$ cat src/rtl/vending_io_pkg.sv
// Shared vending-machine I/O types and timing defaults, used by the FSM and the actuator drivers.
package vending_io_pkg;

    typedef enum logic [1:0] {IDLE, ON, GAP} pulse_state_t;

    localparam int CLK_HZ              = 50_000_000;
    localparam int DISPENSE_ON_CYCLES  = CLK_HZ / 2;
    localparam int DISPENSE_OFF_CYCLES = CLK_HZ / 4;

    // Phase timer must hold the longer of the two phase lengths.
    function automatic int timer_width(input int on_cycles, input int off_cycles);
        int longest;
        longest = (on_cycles > off_cycles) ? on_cycles : off_cycles;
        return $clog2(longest + 1);
    endfunction

endpackage

$ cat src/rtl/cycle_timer.sv
// Loadable down-counter that parks at zero; done is high while the count is zero.
module cycle_timer #(
    parameter int WIDTH = 8
) (
    input  logic             clk,
    input  logic             reset,
    input  logic             load,
    input  logic [WIDTH-1:0] load_val,
    output logic             done
);
    localparam logic [WIDTH-1:0] ONE = WIDTH'(1);

    logic [WIDTH-1:0] count_q;
    logic [WIDTH-1:0] count_d;

    always_comb begin
        count_d = count_q;
        if (load) begin
            count_d = load_val;
        end else if (count_q != '0) begin
            count_d = count_q - ONE;
        end
    end

    always_ff @(posedge clk or negedge reset) begin
        if (!reset) begin
            count_q <= '0;
        end else begin
            count_q <= count_d;
        end
    end

    assign done = (count_q == '0);

endmodule

$ cat src/rtl/event_pulse_driver.sv
// Timed actuator pulse driver: each accepted event gives one ON_CYCLES pulse plus an OFF_CYCLES gap.
// Define PULSE_QUEUE_EN to queue events arriving while busy; without it such events are dropped.
module event_pulse_driver
    import vending_io_pkg::*;
#(
    parameter int ON_CYCLES  = DISPENSE_ON_CYCLES,
    parameter int OFF_CYCLES = DISPENSE_OFF_CYCLES,
    parameter int PEND_W     = 4
) (
    input  logic              clk,
    input  logic              reset,
    input  logic              trigger,
    input  logic              clear,
    output logic              drive_out,
    output logic              busy,
    output logic [PEND_W-1:0] pending,
    output logic              overflow
);
    localparam int              TW       = timer_width(ON_CYCLES, OFF_CYCLES);
    localparam logic [TW-1:0]   ON_LOAD  = TW'(ON_CYCLES - 1);
    localparam logic [TW-1:0]   OFF_LOAD = TW'(OFF_CYCLES - 1);

    pulse_state_t  state_q;
    pulse_state_t  state_d;
    logic          timer_load;
    logic [TW-1:0] timer_val;
    logic          timer_done;
    logic          drive_q, drive_d;
    logic          busy_q, busy_d;
    logic          overflow_q, overflow_d;
    logic          gap_end;
    logic          queued;
    logic          direct_start;

    cycle_timer #(.WIDTH(TW)) u_timer (
        .clk      (clk),
        .reset    (reset),
        .load     (timer_load),
        .load_val (timer_val),
        .done     (timer_done)
    );

    assign gap_end      = (state_q == GAP) && timer_done;
    assign direct_start = trigger && ((state_q == IDLE) || (gap_end && !queued));

    always_ff @(posedge clk or negedge reset) begin
        if (!reset) begin
            state_q <= IDLE;
        end else begin
            state_q <= state_d;
        end
    end

    // Phase sequencing; a queued event or a coincident trigger chains straight from GAP into ON.
    always_comb begin
        state_d    = state_q;
        timer_load = 1'b0;
        timer_val  = ON_LOAD;
        if (clear) begin
            state_d    = IDLE;
            timer_load = 1'b1;
            timer_val  = '0;
        end else begin
            case (state_q)
                IDLE: begin
                    if (trigger) begin
                        state_d    = ON;
                        timer_load = 1'b1;
                    end
                end
                ON: begin
                    if (timer_done) begin
                        state_d    = GAP;
                        timer_load = 1'b1;
                        timer_val  = OFF_LOAD;
                    end
                end
                GAP: begin
                    if (timer_done) begin
                        if (queued || trigger) begin
                            state_d    = ON;
                            timer_load = 1'b1;
                        end else begin
                            state_d = IDLE;
                        end
                    end
                end
                default: state_d = IDLE;
            endcase
        end
    end

    always_comb begin
        drive_d = (state_d == ON);
        busy_d  = (state_d != IDLE);
    end

`ifdef PULSE_QUEUE_EN
    localparam logic [PEND_W-1:0] PEND_MAX = '1;
    localparam logic [PEND_W-1:0] PEND_ONE = PEND_W'(1);

    logic [PEND_W-1:0] pending_q, pending_d;
    logic              inc, dec;

    assign queued = (pending_q != '0);
    assign inc    = trigger && !direct_start;
    assign dec    = gap_end && queued;

    // Simultaneous enqueue and dequeue cancel, so a full queue still accepts that trigger.
    always_comb begin
        pending_d  = pending_q;
        overflow_d = overflow_q;
        if (clear) begin
            pending_d  = '0;
            overflow_d = 1'b0;
        end else if (inc && !dec) begin
            if (pending_q == PEND_MAX) begin
                overflow_d = 1'b1;
            end else begin
                pending_d = pending_q + PEND_ONE;
            end
        end else if (dec && !inc) begin
            pending_d = pending_q - PEND_ONE;
        end
    end

    always_ff @(posedge clk or negedge reset) begin
        if (!reset) begin
            pending_q <= '0;
        end else begin
            pending_q <= pending_d;
        end
    end

    assign pending = pending_q;
`else
    assign queued = 1'b0;

    always_comb begin
        overflow_d = overflow_q;
        if (clear) begin
            overflow_d = 1'b0;
        end else if (trigger && !direct_start) begin
            overflow_d = 1'b1;
        end
    end

    assign pending = '0;
`endif

    always_ff @(posedge clk or negedge reset) begin
        if (!reset) begin
            drive_q    <= 1'b0;
            busy_q     <= 1'b0;
            overflow_q <= 1'b0;
        end else begin
            drive_q    <= drive_d;
            busy_q     <= busy_d;
            overflow_q <= overflow_d;
        end
    end

    assign drive_out = drive_q;
    assign busy      = busy_q;
    assign overflow  = overflow_q;

endmodule
$ cat config.mk
export PLATFORM = sky130hd
export DESIGN_NAME = event_pulse_driver
export DESIGN_NICKNAME = d
export VERILOG_FILES = /design/src/rtl/vending_io_pkg.sv /design/src/rtl/cycle_timer.sv /design/src/rtl/event_pulse_driver.sv
export SDC_FILE = /design/constraint.sdc
export NUM_CORES = 1
export LEC_CHECK = 0
export ABC_CLOCK_PERIOD_IN_PS = 2900
export BUFFER_PORTS_ARGS = -buffer_cell sky130_fd_sc_hd__buf_2
export CAP_MARGIN = 20
export CORE_ASPECT_RATIO = 1.4
export CORE_MARGIN = 2
export CORE_UTILIZATION = 33
export CTS_BUF_LIST = sky130_fd_sc_hd__clkbuf_16
export DETAILED_ROUTE_END_ITERATION = 10
export PLACE_DENSITY_LB_ADDON = 0.12
export SYNTH_ARGS = -nofsm -noshare
export SYNTH_HDL_FRONTEND = slang
export SYNTH_SLANG_ARGS = --single-unit
export TNS_END_PERCENT = 20
$ cat constraint.sdc
create_clock -name clk -period 2.9 [get_ports clk]
set_clock_uncertainty 0.05 [all_clocks]
set_input_delay 0.58 -clock clk [delete_from_list [all_inputs] [get_ports clk]]
set_output_delay 0.58 -clock clk [all_outputs]
set_load 0.1 [all_outputs]
# After elaboration in Yosys (flattened, before gate mapping)
# Index checks and enable logic that the tools add are counted.
dict set report totals {
  ff_bits 30
  output_inout_bits 7
  wordCells 38
  inputBits 4
}
dict set report classes {
  eq_ne 3
  n_reduce_logical 11
  n_addsub 1
  n_mux 18
}
# cell n
set ops {}
lappend ops {{$mux W25} 5}
lappend ops {{$logic_not A25 Y1} 1}
lappend ops {{$reduce_bool A25 Y1} 1}
lappend ops {{$sub A25 B1 Y25 const B} 1}
lappend ops {{$mux W2} 4}
lappend ops {{$mux W1} 7}
lappend ops {{$pmux W2 S3} 1}
lappend ops {{$reduce_bool A2 Y1} 3}
lappend ops {{$eq A2 B1 Y1 const B} 2}
lappend ops {{$logic_and A1 B1 Y1} 3}
lappend ops {{$pmux W1 S3} 1}
lappend ops {{$eq A2 B2 Y1 const B} 1}
lappend ops {{$logic_not A2 Y1} 1}
lappend ops {{$logic_not A1 Y1} 1}
lappend ops {{$logic_or A1 B1 Y1} 1}

# Logic depth before layout (Yosys ltp)
# Gate-level depths: netlist of run 1.
dict set report logic_depth {
  word_depth 8
  ltp_mapped 9
  mapped_depth_nobuf 7
}

# Cells and area by module
# Synthesis of run 1 repeated with hierarchy kept, for this count alone.
dict set report hier_totals {
  cells_unflattened 180
  hier_area_um2 1761.7
}
# module seq_area_each_um2 cells_each area_per_inst_um2 n_inst
set by_module_without_submodules {}
lappend by_module_without_submodules {cycle_timer 625.6 152 1477.7 1}
lappend by_module_without_submodules {event_pulse_driver 125.1 28 284.0 1}

# Worst setup path before layout of run 1
# Ideal clock, no wire load.
dict set report synth_timing {
  path_type {register to register}
  start {register u_timer.count_q[0]}
  end {register u_timer.count_q[10]}
  synth_period_minus_slack_ns 2.113
  setup_slack_ns 0.787
  arrival_ns 1.932
  setup_time_ns 0.131
  n_path_buf 2
  required_ns 2.719
  path_stages_with_launch 10
  cell_sequence {dfrtp_1 > inv_1 > ha_1 > nor4b_2 > and4_1 > buf_2 > buf_2 > a21oi_1 > o31ai_2 > nor2_1}
}
dict set report synth_between {
  elab_chain_len 5
  elab_cells_between_ends 13
  cone_classes {add/sub (1); mux (9); reduce/logical (3)}
}
# item line
set synth_rtl {}
lappend synth_rtl {{from (decl)} cycle_timer.sv:13} ;# logic [WIDTH-1:0] count_q;
lappend synth_rtl {{from (signal assigned)} cycle_timer.sv:29} ;# count_q <= count_d;
lappend synth_rtl {{parallel branches: the longest is 5 deep, another holds $sub A25 B1 Y25} -}
# Several ways; the timed one is not identified. The select of a mux whose other input is x is not followed.
# A chain may end at the register's enable or synchronous reset.

# Final worst setup path of run 1
dict set report layout_timing {
  start {register u_timer.count_q[0]}
  end {register u_timer.count_q[22]}
}
# The elaborated chain is that of the path after synthesis.

==> results.json, run 1 <==
{
  "status": "completed",
  "finalSetupTns_ns": 0,
  "postCtsSetupRepairBufs": 0,
  "cts_root_buf": "clkbuf_16",
  "wl_mm": 4.07,
  "drive_above_1_share_pct": 13.4,
  "final_core_util_pct": 39.0,
  "numCtsBuffers": 5,
  "area_growth_pct": 12.7,
  "antenna_left": 0,
  "htreeDepth": 2,
  "coreArea_um2": 4880,
  "grt_pass1_wl_mm": 6.84,
  "dr.pass1.iters": 4,
  "nets": 191,
  "antenna_found_initial": 0,
  "fin_crit_sh_pct": 82.7,
  "port-buffer-count": 6,
  "track_usage_pct": 15.9,
  "drt_iter0_drc": 41,
  "start_util_pct": 34.6,
  "syn_area_per_cell_um2": 9.55,
  "row_count": 30,
  "fmax_ghz": 0.417,
  "fp.dieW_um": 64.5,
  "ys_types": 45,
  "max_stage_delay_ns": 0.50,
  "ys_seq_area_share_pct": 44.4,
  "clk_pin_slew_ns": 0.05,
  "fp.dieArea_um2": 5720,
  "ctsHoldBuffers": 0,
  "cts_tree": "yes",
  "drc": 0,
  "synthFlopType": "dfrtp_1",
  "synth.area.top_cells": "dfrtp_1 (44%), a21oi_1 (7.4%), xnor2_1 (5.7%), nor3_1 (3.3%), xor2_1 (3.1%)",
  "grt_pass1_vias": 1335,
  "viasPerCell": 5.44,
  "relSlewSlack_pct": 50.6,
  "die_h_um": 88.7,
  "yosysWarnings": 0,
  "grt-ovfl-total": 0,
  "cts_resized": 0,
  "ys_ff_latch": 30,
  "n_fill_cell": 508,
  "place_congestion": 0.852,
  "setup_violations": 0,
  "synth_edf_count": 0,
  "critPathLaunchType": "register",
  "min_path_type": "input pin to async pin",
  "clock_path_buffers": 2,
  "crit_chain": "inv_1, ha_1, nor4b_2, and4_1, buf_4, nand4_1, or3_1, a31oi_1",
  "leakage_nw": 0.810,
  "multi_input_comb_area_um2": 858,
  "final_max_slew_viol_count": 0,
  "register_area_um2": 751,
  "worstSkewPairLatency_ns": 0.27,
  "crit_type": "register to register",
  "finalHoldViolCount": 0,
  "yosys.area.top_type": "dfrtp_1",
  "arrival_ns": 2.54,
  "finalCriticalPeriod_ns": 2.40,
  "power_density_nw_per_um2": 651,
  "synth.most_common_cell": "dfrtp_1",
  "pin_count": 11,
  "peakVddDrop_uv": 294,
  "crit_path_top_delay_cell": "and4_1",
  "dp.final_hpwl_mm": 2.94,
  "async_flop_share_pct": 100,
  "rsz0062_at_grt": "no",
  "synthCells": 177,
  "worst_pin_slew_ns": 0.742,
  "maxCapViolCount": 0,
  "clock-sinks": 30,
  "cp_data_required_time_ns": 3.04,
  "cp_max_fo": 10,
  "vias": 1360,
  "synth_top_area_share_pct": 44.4,
  "antennaDiodeCount": 0,
  "grt_max_degree": 31,
  "syn-cell-area_um2": 1690,
  "holdWs_ns": 0.303,
  "end_kind": "register",
  "synth_common_cells": "dfrtp_1 (30), a21oi_1 (25), nand2_1 (11), nor3_1 (11), xnor2_1 (11)",
  "power_mw": 1.24,
  "wl_per_cell_um": 16.3
}
==> metal layers <==
metal  track usage [%]  wire length, um
met5                 0                0
met4              7.16               72
met3              3.31              166
met2              27.7             2140
met1              18.9             1690
==> final timing paths <==
check                                   start             endpoint  slack, ns  depth (start not counted)
max in group asynchronous               reset  u_timer.count_q[15]       2.05                          1
setup reg to reg           u_timer.count_q[0]  u_timer.count_q[22]       0.50                          8
hold reg to reg                      overflow             overflow       0.46                          2
setup / recovery           u_timer.count_q[0]  u_timer.count_q[22]       0.50                          8
min in group clk                     overflow             overflow       0.46                          2
hold / removal                          reset   u_timer.count_q[2]       0.30                          1
==> stage by stage <==
stage / std cells / setup WS, ns / area, um^2
after floorplan: 180 / 0.787 / 1700
after CTS: 250 / 0.444 / 1900
after detailed placement: 243 / 0.472 / 1770
after global routing: 250 / 0.242 / 1900
final: 250 / 0.500 / 1900
after global placement: 243 / 0.488 / 1770
==> kinds of logic after synthesis <==
family          Yosys count  synth area share (%)
fa+ha+maj                 1                 0.740
mux                       1                 0.592
compound gates           48                  18.0
other cells               1                 0.222
xor+xnor                 17                  8.81
simple gates             63                  21.8
flops                    30                  44.4
buf+inv                  16                  5.48
==> state kept, by name (all words and copies together) (netlist names) <==
| name | flops |
|---|---|
| u_timer.count_q | 25 |
| state_q | 2 |
| drive_out | 1 |
| overflow | 1 |
| busy | 1 |
==> worst max-delay path: cells and delay by family (launching register included) <==
family                   cells  cell delay [ns]
flip-flops                   1             0.40
AND/OR/NAND/NOR              4             1.19
AO/OA/AOI/OAI                1             0.17
adder cells (fa/ha/maj)      1             0.19
buffers and inverters        2             0.31
==> cell usage in the layout (no fill, tap or decap), types with 2 or more instances in the layout <==
| cell | n |
|---|---|
| dfrtp_1 | 30 |
| a21oi_1 | 25 |
| nor3_1 | 11 |
| nand2_1 | 11 |
| xnor2_1 | 11 |
| nor2_1 | 10 |
| inv_1 | 6 |
| nand2b_1 | 6 |
| o21ai_0 | 6 |
| xor2_1 | 6 |
| buf_2 | 6 |
| clkbuf_16 | 5 |
| buf_4 | 5 |
| nand3_1 | 4 |
| conb_1 | 4 |
| a211oi_1 | 3 |
| or4_1 | 3 |
| or3_1 | 3 |
| or4_4 | 2 |
| nor4_2 | 2 |
| or2_1 | 2 |
| o41ai_1 | 2 |
| nand4_1 | 2 |
==> layout make-up <==
class | instances | area share, %
multi-input cells | 134 | 45.1
flip-flops and latches | 30 | 39.4
clock buffers | 5 | 6.57
well taps | 64 | 4.20
repair buffers | 11 | 3.55
inverters | 4 | 0.788
clock inverters | 2 | 0.394
==> power breakdown <==
| group | switching (mW) | internal (mW) |
|---|---|---|
| clock network | 0.164 | 0.305 |
| registers | 0.0412 | 0.456 |
| logic | 0.179 | 0.0958 |
| total | 0.384 | 0.857 |
Note: power is estimated with default switching activity, not from simulation.
==> run 2: changes to the inputs <==
--- a/config.mk
+++ b/config.mk
@@ -5,7 +5,7 @@
 export SDC_FILE = /design/constraint.sdc
 export NUM_CORES = 1
 export LEC_CHECK = 0
-export ABC_CLOCK_PERIOD_IN_PS = 2900
+export ABC_CLOCK_PERIOD_IN_PS = 2400
 export BUFFER_PORTS_ARGS = -buffer_cell sky130_fd_sc_hd__buf_2
 export CAP_MARGIN = 20
 export CORE_ASPECT_RATIO = 1.4
==> constraint.sdc (replaced) <==
create_clock -name clk -period 2.4 [get_ports clk]
set_clock_uncertainty 0.05 [all_clocks]
set_input_delay 0.48 -clock clk [delete_from_list [all_inputs] [get_ports clk]]
set_output_delay 0.48 -clock clk [all_outputs]
set_load 0.1 [all_outputs]
==> run 2 against run 1 <==
  * Sequential cell count unchanged
  * Via count is 0.15% higher
  * Critical path depth decreased by 2
  * First-iteration DRC count down 41%
  * Sequential share of layout area fell by 1.5 points
  * Utilization is 1.5 points higher
  * Final cell count grew 3.6%
  * Global-route usage rose by 0.52 points
  * Register-to-register slack worse by 0.38 ns
  * Critical path type unchanged
  * Largest power group unchanged
==> results.json, run 2 (synthesis results as in run 1) <==
{
  "die_h_um": 88.7,
  "numCtsBuffers": 5,
  "leakage_nw": 0.851,
  "track_usage_pct": 16.4,
  "wl_per_cell_um": 15.8,
  "startpoint": "u_timer.count_q[21]",
  "grt_pass1_vias": 1484,
  "fmax_ghz": 0.439,
  "final_core_util_pct": 40.6,
  "dpl_cell_area_um2": 1830,
  "fp.dieW_um": 64.5,
  "dr.pass1.iters": 4,
  "cp_num_cells": 6,
  "nets": 199,
  "clock_path_buffers": 2,
  "worst_pin_slew_ns": 0.693,
  "fp.dieArea_um2": 5720,
  "design_area_um2": 1980,
  "relSlewSlack_pct": 53.8,
  "reg2reg_slack_ns": 0.12,
  "n_fill_cell": 508,
  "pin_count": 11,
  "wl_mm": 4.09,
  "fin_crit_sh_pct": 95.0,
  "peakVddDrop_uv": 395,
  "cts_tree": "yes",
  "power_density_nw_per_um2": 781,
  "rr_endpoint": "u_timer.count_q[13]",
  "port-buffer-count": 6,
  "area_growth_pct": 17.1,
  "postCtsSetupRepairBufs": 0,
  "placed_cells": 251,
  "post-place-ws_ns": 0.0889,
  "vias": 1362,
  "start_util_pct": 34.6,
  "final.setup.worst_slack_ns": 0.121,
  "finalCriticalPeriod_ns": 2.28,
  "place_congestion": 0.824,
  "cp_data_required_time_ns": 2.54,
  "critPathLaunchType": "register",
  "htreeDepth": 2,
  "largest_reg_flops": 25,
  "crit_type": "register to register",
  "antenna_found_initial": 0,
  "worstSkewPairLatency_ns": 0.27,
  "drc": 0,
  "final_common_cell": "dfrtp_1",
  "r2r_start": "u_timer.count_q[21]",
  "clock-sinks": 30,
  "min_path_type": "input pin to async pin",
  "setup_violations": 0,
  "drive_above_1_share_pct": 17.9,
  "grt_pass1_wl_mm": 7.10,
  "row_count": 30,
  "cp-endpoint": "u_timer.count_q[13]",
  "coreArea_um2": 4880,
  "max_stage_delay_ns": 0.57,
  "maxCapViolCount": 0,
  "finalSetupTns_ns": 0,
  "crit_chain": "or4_4, and4bb_1, buf_4, a21boi_4, or2_1, a31oi_2",
  "largestRegisters": "u_timer.count_q x25, state_q x2",
  "arrival_ns": 2.42,
  "final_max_slew_viol_count": 0,
  "viasPerCell": 5.26,
  "fin_cells": 259,
  "end_kind": "register",
  "grt-ovfl-total": 0,
  "antennaDiodeCount": 0,
  "r2r_cells": 6,
  "critPathTopFamily": "simple AND/OR/NAND/NOR gates",
  "status": "completed",
  "largest-register": "u_timer.count_q",
  "clk_pin_slew_ns": 0.05,
  "cp_max_fo": 9,
  "crit_path_top_delay_cell": "or4_4",
  "grt_max_degree": 31,
  "finalHoldViolCount": 0,
  "final_cell_mix": "dfrtp_1 (30), a21oi_1 (25), buf_4 (13)",
  "cts_root_buf": "clkbuf_16",
  "dp.final_hpwl_mm": 3.04,
  "drt_iter0_drc": 24,
  "cp_num_buf_inv": 1,
  "antenna_left": 0
}
[run 2: cell count changes in the layout (fill, tap and decap cells not counted), sizes merged]
cell and delta:
clkinv +2, buf +8, inv -1
[run 2: per-stage QoR]
step / hold WS, ns / total power, mW
6_report: 0.199 / 1.55
4_1_cts: 0.224 / 1.56
5_1_grt: 0.271 / 1.63
3_5_place_dp: 0.460 / 0.962
3_3_place_gp: 0.458 / 0.966
2_1_floorplan: 0.134 / 0.860
[run 2: layer usage]
metal  track usage (%)  up-vias  wire, um  part of all wire, %
met5                 0        -         0                    0
met4              7.16        0        87                  2.1
met3              3.18        9       117                  2.9
met2              29.8       27      2170                   53
met1              18.7      668      1710                   42
li1                  -      658         -                    -
[run 2: what timing repair did]
item,4_1_cts,5_1_grt
resized for setup,0,2
hold buffers,0,0
endpoints found under the setup margin,0,8
[run 2: where the power goes]
part | total (mW) | switching (mW) | internal (mW)
registers | 0.599 | 0.0486 | 0.550
logic | 0.358 | 0.223 | 0.135
clock network | 0.588 | 0.214 | 0.374
[run 2: final cells by class]
type	instances	area, um^2	share of cell area, %
clock inverter	3	12.5	0.632
timing repair buffer	19	128	6.45
sequential	30	751	37.9
inverter	4	15.0	0.759
multi-input combinational	134	868	43.9
tap	64	80.1	4.05
clock buffer	5	125	6.32
[run 2: worst min path at each step]
stage	from	end	cells past startpoint
finish	reset	u_timer.count_q[8]	1
global route	reset	u_timer.count_q[8]	1
CTS	reset	state_q[1]	1
detailed placement	overflow	overflow	2
global placement	overflow	overflow	2
floorplan	reset	busy	0
[run 2: worst register-to-register path, stage by stage (launching register included)]
cell,delay [ns]
dfrtp_1,0.41
or4_4,0.57
and4bb_1,0.36
buf_4,0.17
a21boi_4,0.09
or2_1,0.33
a31oi_2,0.21
==> run 3: changes to the inputs <==
--- a/config.mk
+++ b/config.mk
@@ -7,7 +7,9 @@
 export LEC_CHECK = 0
 export ABC_CLOCK_PERIOD_IN_PS = 2400
 export BUFFER_PORTS_ARGS = -buffer_cell sky130_fd_sc_hd__buf_2
-export CAP_MARGIN = 20
+export CAP_MARGIN = 15
+export CELL_PAD_IN_SITES_DETAIL_PLACEMENT = 1
+export CELL_PAD_IN_SITES_GLOBAL_PLACEMENT = 1
 export CORE_ASPECT_RATIO = 1.4
 export CORE_MARGIN = 2
 export CORE_UTILIZATION = 33
==> run 3 against run 2 <==
  * Clock power is 2% higher
  * Via count rose by 2.6%
  * Non-clock buffer count fell by 2
  * Final cell count decreased by 0.77%
  * Sequential share of layout area is 0.19 points higher
  * Sequential cell count unchanged
  * Setup slack better by 0.021 ns
  * Worst hold slack improved by 0.00088 ns
  * Utilization is 0.21 points lower
  * Largest cell class unchanged
  * Highest routed layer unchanged
==> results.json, run 3 (synthesis results as in run 1) <==
{
  "status": "completed",
  "final_max_slew_viol_count": 0,
  "final_core_util_pct": 40.4,
  "wl_met1_mm": 1.88,
  "pin_count": 11,
  "place_congestion": 0.783,
  "cts_root_buf": "clkbuf_16",
  "multi_input_comb_area_um2": 870,
  "die_h_um": 88.7,
  "leakage_nw": 0.834,
  "rsz0062_at_grt": "no",
  "fin_cells": 257,
  "holdWs_ns": 0.200,
  "min_path_type": "input pin to async pin",
  "wl_mm": 4.66,
  "htreeDepth": 2,
  "fp.dieW_um": 64.5,
  "peakVddDrop_uv": 313,
  "largest_reg_flops": 25,
  "final_common_cell": "dfrtp_1",
  "clock_path_buffers": 2,
  "fin_crit_sh_pct": 94.1,
  "worst_pin_slew_ns": 0.700,
  "finalHoldViolCount": 0,
  "arrival_ns": 2.40,
  "setup_violations": 0,
  "final_cell_mix": "dfrtp_1 (30), a21oi_1 (25)",
  "area_growth_pct": 16.5,
  "finalSetupTns_ns": 0,
  "end_kind": "register",
  "nets": 197,
  "grt_pass1_vias": 1550,
  "largestRegisters": "u_timer.count_q x25, state_q x2",
  "grt_max_degree": 31,
  "drc": 0,
  "drive_above_1_share_pct": 18.1,
  "cp_data_required_time_ns": 2.54,
  "antenna_found_initial": 0,
  "power_density_nw_per_um2": 793,
  "wl_met2_mm": 2.57,
  "power_mw": 1.56,
  "placed_cells": 249,
  "viasPerCell": 5.44,
  "fmax_ghz": 0.443,
  "numCtsBuffers": 5,
  "relSlewSlack_pct": 53.4,
  "maxCapViolCount": 0,
  "route.met3.wl_um": 89,
  "cts_tree": "yes",
  "grt-ovfl-total": 0,
  "start_util_pct": 34.6,
  "finalCriticalPeriod_ns": 2.26,
  "port-buffer-count": 6,
  "coreArea_um2": 4880,
  "clock-sinks": 30,
  "critPathLaunchType": "register",
  "post-place-ws_ns": -0.0899,
  "dp.final_hpwl_mm": 3.43,
  "largest-register": "u_timer.count_q",
  "vias": 1398,
  "dpl_cell_area_um2": 1820,
  "final.setup.worst_slack_ns": 0.141,
  "track_usage_pct": 18.8,
  "drt_iter0_drc": 32,
  "cp_max_fo": 9,
  "grt_pass1_wl_mm": 7.81,
  "n_fill_cell": 588,
  "dr.pass1.iters": 4,
  "worstSkewPairLatency_ns": 0.28,
  "highest_layer": "met4",
  "antenna_left": 0,
  "fp.dieArea_um2": 5720,
  "crit_type": "register to register",
  "register_area_um2": 751,
  "antennaDiodeCount": 0,
  "wl_per_cell_um": 18.1,
  "row_count": 30,
  "ctsHoldBuffers": 0,
  "design_area_um2": 1970,
  "clk_pin_slew_ns": 0.05
}
==> run 3: final timing paths <==
kind | start | endpoint | slack (ns) | cells after the start
max | u_timer.count_q[21] | u_timer.count_q[14] | 0.14 | 5
min | reset | u_timer.count_q[10] | 0.20 | 1
max reg2reg | u_timer.count_q[21] | u_timer.count_q[14] | 0.14 | 5
min reg2reg | overflow | overflow | 0.48 | 2
max in group asynchronous | reset | u_timer.count_q[15] | 1.65 | 1
min in group clk | trigger | overflow | 0.47 | 3
==> run 3: cell type report <==
type	instances	share of cell area [%]
well taps	64	4.07
flip-flops and latches	30	38.1
clock inverters	3	0.826
inverters	4	0.762
repair buffers	17	5.72
multi-input cells	134	44.2
clock buffers	5	6.35
==> run 3: worst max-delay path: stages, from the launching register on <==
cell	delay [ns]
dfrtp_1	0.41
or4_4	0.57
and4bb_2	0.43
a21boi_4	0.13
or2_1	0.36
a21oi_1	0.21
==> run 3: what timing repair did <==
action                     in CTS  in global routing
setup endpoints to repair       4                 23
gates cloned                    0                  0
resized for setup               1                  3
hold endpoints to repair        0                  0
buffers inserted                0                  0
==> run 3: power by group <==
part / switching [mW] / internal [mW]
sequential: 0.0527 / 0.550
clock: 0.223 / 0.378
combinational: 0.227 / 0.130
total: 0.503 / 1.06
==> run 3: per-layer routing <==
layer / track usage, % / vias up
met2: 34.7 / 13
li1: - / 654
met5: 0 / -
met1: 20.3 / 722
met3: 4.20 / 9
met4: 9.48 / 0
